`src/rtl/pipelined_adder_if.sv`:
```
`default_nettype none
// ======================================================================
// pipelined_adder_if : operand/result valid-ready bundle for pipelined_adder
// Revision: 1.0
// ======================================================================
interface pipelined_adder_if #(
  parameter int WIDTH = 8
) ();
  logic [WIDTH-1:0] a;
  logic [WIDTH-1:0] b;
  logic             sub;
  logic             in_valid;
  logic             in_ready;
  logic [WIDTH:0]   c;
  logic             ovf;
  logic             out_valid;
  logic             out_ready;

  modport master (
    output a, b, sub, in_valid, out_ready,
    input  in_ready, c, ovf, out_valid
  );

  modport slave (
    input  a, b, sub, in_valid, out_ready,
    output in_ready, c, ovf, out_valid
  );
endinterface
`default_nettype wire

```
`src/rtl/pipelined_adder.sv`:
```
`default_nettype none
// ======================================================================
// pipelined_adder : WIDTH-bit add/sub through a LATENCY-deep pipeline
//                   that stalls as one unit under output backpressure
// Revision: 1.0
// ======================================================================
module pipelined_adder #(
  parameter int WIDTH   = 8,
  parameter int LATENCY = 2,
  parameter int CNT_W   = 16
) (
  input  logic             clk,
  input  logic             reset,
  pipelined_adder_if.slave bus,
  output logic [CNT_W-1:0] res_cnt
);
  localparam int DW  = WIDTH + 2;
  localparam int MSB = WIDTH - 1;
  localparam logic [CNT_W-1:0] CNT_ONE = CNT_W'(1);

  logic                         stall;
  logic                         accept;
  logic                         deliver;
  logic [WIDTH:0]               sum_d;
  logic                         ovf_d;
  logic [CNT_W-1:0]             cnt_d;
  logic [LATENCY-1:0]           vld_q;
  logic [LATENCY-1:0][DW-1:0]   dat_q;
  logic [CNT_W-1:0]             cnt_q;

  assign stall   = vld_q[LATENCY-1] && !bus.out_ready;
  assign accept  = bus.in_valid && !stall;
  assign deliver = vld_q[LATENCY-1] && bus.out_ready;

  // The extra top bit of the WIDTH+1 difference is exactly the unsigned borrow.
  always_comb begin
    sum_d = '0;
    ovf_d = 1'b0;
    if (bus.sub) begin
      sum_d = {1'b0, bus.a} - {1'b0, bus.b};
      ovf_d = (bus.a[MSB] != bus.b[MSB]) && (sum_d[MSB] != bus.a[MSB]);
    end else begin
      sum_d = {1'b0, bus.a} + {1'b0, bus.b};
      ovf_d = (bus.a[MSB] == bus.b[MSB]) && (sum_d[MSB] != bus.a[MSB]);
    end
  end

  // Data only moves behind a valid token so the output keeps its last result.
  always_ff @(posedge clk or negedge reset) begin
    if (!reset) begin
      vld_q <= '0;
      dat_q <= '0;
    end else if (!stall) begin
      vld_q[0] <= accept;
      if (accept) begin
        dat_q[0] <= {ovf_d, sum_d};
      end
      for (int k = 1; k < LATENCY; k++) begin
        vld_q[k] <= vld_q[k-1];
        if (vld_q[k-1]) begin
          dat_q[k] <= dat_q[k-1];
        end
      end
    end
  end

  assign cnt_d = cnt_q + CNT_ONE;

  always_ff @(posedge clk or negedge reset) begin
    if (!reset) begin
      cnt_q <= '0;
    end else if (deliver) begin
      cnt_q <= cnt_d;
    end
  end

  assign bus.in_ready  = !stall;
  assign bus.out_valid = vld_q[LATENCY-1];
  assign bus.c         = dat_q[LATENCY-1][WIDTH:0];
  assign bus.ovf       = dat_q[LATENCY-1][WIDTH+1];
  assign res_cnt       = cnt_q;

endmodule
`default_nettype wire

```
`src/flat_wrapper.sv`:
```
// flat-port wrapper written by rule: the top's interface ports become plain ports
module pipelined_adder_flat 
#(
  parameter int WIDTH   = 8,
  parameter int LATENCY = 2,
  parameter int CNT_W   = 16
)
  (clk, reset, res_cnt, bus_a, bus_b, bus_sub, bus_in_valid, bus_out_ready, bus_in_ready, bus_c, bus_ovf, bus_out_valid);
  pipelined_adder_if #(.WIDTH(WIDTH)) bus_i ();
  input  logic clk;
  input  logic reset;
  output logic [CNT_W-1:0] res_cnt;
  input wire logic [$bits(bus_i.a)-1:0] bus_a;
  input wire logic [$bits(bus_i.b)-1:0] bus_b;
  input wire logic [$bits(bus_i.sub)-1:0] bus_sub;
  input wire logic [$bits(bus_i.in_valid)-1:0] bus_in_valid;
  input wire logic [$bits(bus_i.out_ready)-1:0] bus_out_ready;
  output wire logic [$bits(bus_i.in_ready)-1:0] bus_in_ready;
  output wire logic [$bits(bus_i.c)-1:0] bus_c;
  output wire logic [$bits(bus_i.ovf)-1:0] bus_ovf;
  output wire logic [$bits(bus_i.out_valid)-1:0] bus_out_valid;
  assign bus_i.a = bus_a;
  assign bus_i.b = bus_b;
  assign bus_i.sub = bus_sub;
  assign bus_i.in_valid = bus_in_valid;
  assign bus_i.out_ready = bus_out_ready;
  assign bus_in_ready = bus_i.in_ready;
  assign bus_c = bus_i.c;
  assign bus_ovf = bus_i.ovf;
  assign bus_out_valid = bus_i.out_valid;
  pipelined_adder #(.WIDTH(WIDTH), .LATENCY(LATENCY), .CNT_W(CNT_W)) u_core (.clk(clk), .reset(reset), .bus(bus_i), .res_cnt(res_cnt));
endmodule
```
`config.mk`:
```
export PLATFORM = sky130hd
export DESIGN_NAME = pipelined_adder_flat
export DESIGN_NICKNAME = d
export VERILOG_FILES = /design/src/rtl/pipelined_adder_if.sv /design/src/rtl/pipelined_adder.sv /design/src/flat_wrapper.sv
export SDC_FILE = /design/constraint.sdc
export NUM_CORES = 1
export LEC_CHECK = 0
export CAP_MARGIN = 20
export CORE_MARGIN = 1.5
export CORE_UTILIZATION = 55
export DETAILED_ROUTE_END_ITERATION = 12
export GPL_ROUTABILITY_DRIVEN = 1
export PLACE_DENSITY = 0.85
export RECOVER_POWER = 25
export SLEW_MARGIN = 30
export SYNTH_ARGS = -nofsm -noshare
export SYNTH_HDL_FRONTEND = slang
export SYNTH_SLANG_ARGS = --single-unit
```
`constraint.sdc`:
```
create_clock -name clk -period 3.8 [get_ports clk]
set_input_delay 0.57 -clock clk [delete_from_list [all_inputs] [get_ports clk]]
set_output_delay 0.57 -clock clk [all_outputs]
set_load 0.05 [all_outputs]
```
==> results.md <==
* Max cap viols at 1
* Worst-path cell chain: clkdlybuf4s50_1, nand2b_1, clkdlybuf4s50_1
* Cells after synthesis at between 200 and 250
* LEAKAGE at 1.33 nW
* Post-synth top area share at roughly two fifths
* Port bufs at 48
* Resize count post-CTS at 0
* Post-route DRC at 0
* Primary FF master, synth: dfrtp_1
* Worst R2R End: u_core.dat_q[7]$_DFFE_PN0P_
* Total track usage at 21.2%
* Post-CTS Hold Buffers at 0
* Global placement routability congestion at approximately 0.86
* IO Pins at just under 50
* Final Setup Violations at 0
* Most instantiated cells after synthesis: dfrtp_1 (38), nand2_1 (23), ha_1 (17)
* Nets at 324
* Placed cells at about 330
* Clock Latency Late Sink at 0.28 ns
* Post-synth cell types at 47
* Initial antenna violation count at 0
* Clk buf depth at 2
* Bufs and invs on worst path at 2
* Fmax at 366 MHz
* Startpoint types: input pin
* Syn Area/Cell at a little under 10 um2
* Slowest cell on crit path: clkdlybuf4s50_1
* GR Util met1 at around a quarter
* Synth area leader: dfrtp_1
* Die Span Y at between 60 and 70 um
* Tcrit/Tclk final at 72.0%
* EDFF count, synth at 0
* CTS tree: done
* Routed WL at between 4 and 5 mm
* Rel. slew slack at -26.8%
* Seq/Total Area, Yosys at roughly two fifths
* Hold path depth at 1
* Initial Utilization at between 50 and 60%
* Post-DP HPWL at approximately 3.5 mm
* Fin. Hold Viols at 0
* Setup TNS at 0 ns
* Worst Hold Class: register to register
* Area contributors post-synth: dfrtp_1 (40%), ha_1 (8.9%), mux2_2 (5.2%)
* PwrDens at 540 nW/um2
* Worst EP required at between 3 and 4 ns
* Vias in the first global route at 1708
* Post-layout min period at roughly 2.7 ns
* Area Overhead vs Synth at 21.6%
* Peak supply drop at about 220 uV
* First-pass GRT wire length at approximately 7.5 mm
* Minimum setup slack among reg-to-reg paths at around 1.9 ns
* Die Footprint at between 4000 and 5000 um2
* H-tree depth at 2
* Site row count at 23
* Finished Layout Cells at 333
* CP Max Fanout at 6
* Failing checks: capacitance limit, slew limit
* Worst r2r path cells at 5
* Crit path max-delay family: buffers and inverters
* 1st-iter DRT viols at approximately 120
* #FFs+latches synth at 38
* Root Buffer: clkbuf_8
* Gr busiest metal: met2
* Met3 usage at roughly 4.9%
* Vias at approximately 1900
* Fin area at roughly 2900 um2
* Fin. max-slew vios at 39
* Max Clock Skew at ~0.0038 ns
* Pin count of the biggest net entering global routing at 39
* Status: finished with violations
* Mapped Area at 2390 um2
* Fillers at around 330
* CTS sink cnt at 38
* Yosys warns at 0
* Remaining Overflow, GRT at 0
* Postcts setup bufs at 0
* Cell with the most instances after synthesis: dfrtp_1
* Reg2reg start: u_core.vld_q[1]$_DFFE_PN0N_
* Largest stage delay on the critical path at 0.85 ns
* Core Area at between 4000 and 5000 um2
* Asr flop ratio synth at 100%
* Grt met2 use at 37.7%
* Syn Nets at between 200 and 300
* Most used cell, CP: clkdlybuf4s50_1
* Ant diodes at 0
* Fraction of layout cells with a size suffix above 1 at under 10%
* DRT antenna net count at 0
* CP arrival at 2.16 ns
* Vias/cell at about 5.6
* DP Area at around 2800 um2
* Setup crit end kind: output pin
* Drt wl/cell at roughly 14 um
* Clock slew at reported path FFs at 0.07 ns
* First-pass iteration count of the detailed router at 5
* Die W at 68.9 um
* Worst Tran Pin Value at between 1.5 and 2 ns
* Min-Delay Endpoint: u_core.res_cnt[15]$_DFFE_PN0P_
* Kind of critical path: input pin to output pin
* RSZ-0062 raised after global routing: false
* Clock buffer count from CTS at 5
* Worst hold start: u_core.res_cnt[15]$_DFFE_PN0P_
## worst reg2reg max path, stage by stage, from the launching register on
cell	delay, ns
dfrtp_1	0.41
nand2b_1	0.20
nand2_1	0.42
or4_1	0.63
o21ai_0	0.10
a211o_1	0.12
## sequential cells by signal, indices dropped and copies added (netlist names)
register / count
u_core.bus.c: 9
u_core.bus.ovf: 1
u_core.dat_q: 10
u_core.res_cnt: 16
u_core.vld_q: 2
## per-stage QoR
step / util (%) / hold WS (ns) / setup slack [ns] / total power [W]
finish: 71.0 / 0.474 / 1.07 / 0.00157
floorplan: - / 0.274 / 1.56 / 0.00113
CTS: 71.1 / 0.478 / 1.09 / 0.00158
global route: 71.0 / 0.483 / 0.867 / 0.00166
detailed placement: 69.0 / 0.463 / 0.904 / 0.00132
global placement: 69.0 / 0.449 / 0.955 / 0.00130
## placed cells by master, fill, tap and decap left out, drive strengths merged, types with 2 or more instances in the layout
cell,n
a211o,3
a21oi,9
a31oi,2
and2,2
and3,7
clkbuf,7
clkdlybuf4s50,47
dfrtp,38
fa,2
ha,17
inv,17
mux2,12
mux2i,2
nand2,23
nand2b,5
nand3,9
nand3b,3
nand4,4
nor2,13
nor2b,2
nor3,7
o211ai,3
o21ai,13
o31ai,2
or3,2
or4,3
xnor2,11
xor2,5
## routing by layer
metal  vias to the layer above  share of wire (%)  wire length [um]
li1                        908                  -                 -
met3                         4                5.5               250
met1                       877                 42              1900
met5                         -                  0                 0
met4                         0                1.3                57
met2                        61                 51              2310
## report_power, final
part / internal (W) / switching, W
sequential: 0.000509 / 0.0000732
combinational: 0.000270 / 0.000454
clock: 0.000140 / 0.000121
## worst max path at each step
stage                       start                          end  slack (ns)  cells past startpoint
detailed placement       bus_b[1]  u_core.dat_q[7]$_DFFE_PN0P_        0.90                      8
global placement         bus_b[1]  u_core.dat_q[7]$_DFFE_PN0P_        0.95                      8
global route                reset  u_core.dat_q[1]$_DFFE_PN0P_        0.87                      2
floorplan                bus_b[3]  u_core.dat_q[7]$_DFFE_PN0P_        1.56                      8
finish              bus_out_ready                 bus_in_ready        1.07                      3
CTS                 bus_out_ready                 bus_in_ready        1.09                      3
## final cells by class
type / instances / area, um2 / share of cell area [%]
Sequential cell: 38 / 951 / 32.8
Inverter: 18 / 67.6 / 2.33
Tap cell: 50 / 62.6 / 2.16
Clock buffer: 6 / 82.6 / 2.85
Multi-Input combinational cell: 172 / 1250 / 43.2
Timing Repair Buffer: 49 / 484 / 16.7
## cells by family after synthesis
family,share of synthesized area [%]
AOI/OAI and AO/OA,11.9
muxes,6.66
DFF,39.9
buffers and inverters,7.66
xor gates and xnor gates,5.87
adders and majority gates,10.6
and+or+nand+nor,17.5
Power figures use the tool's default switching activity.
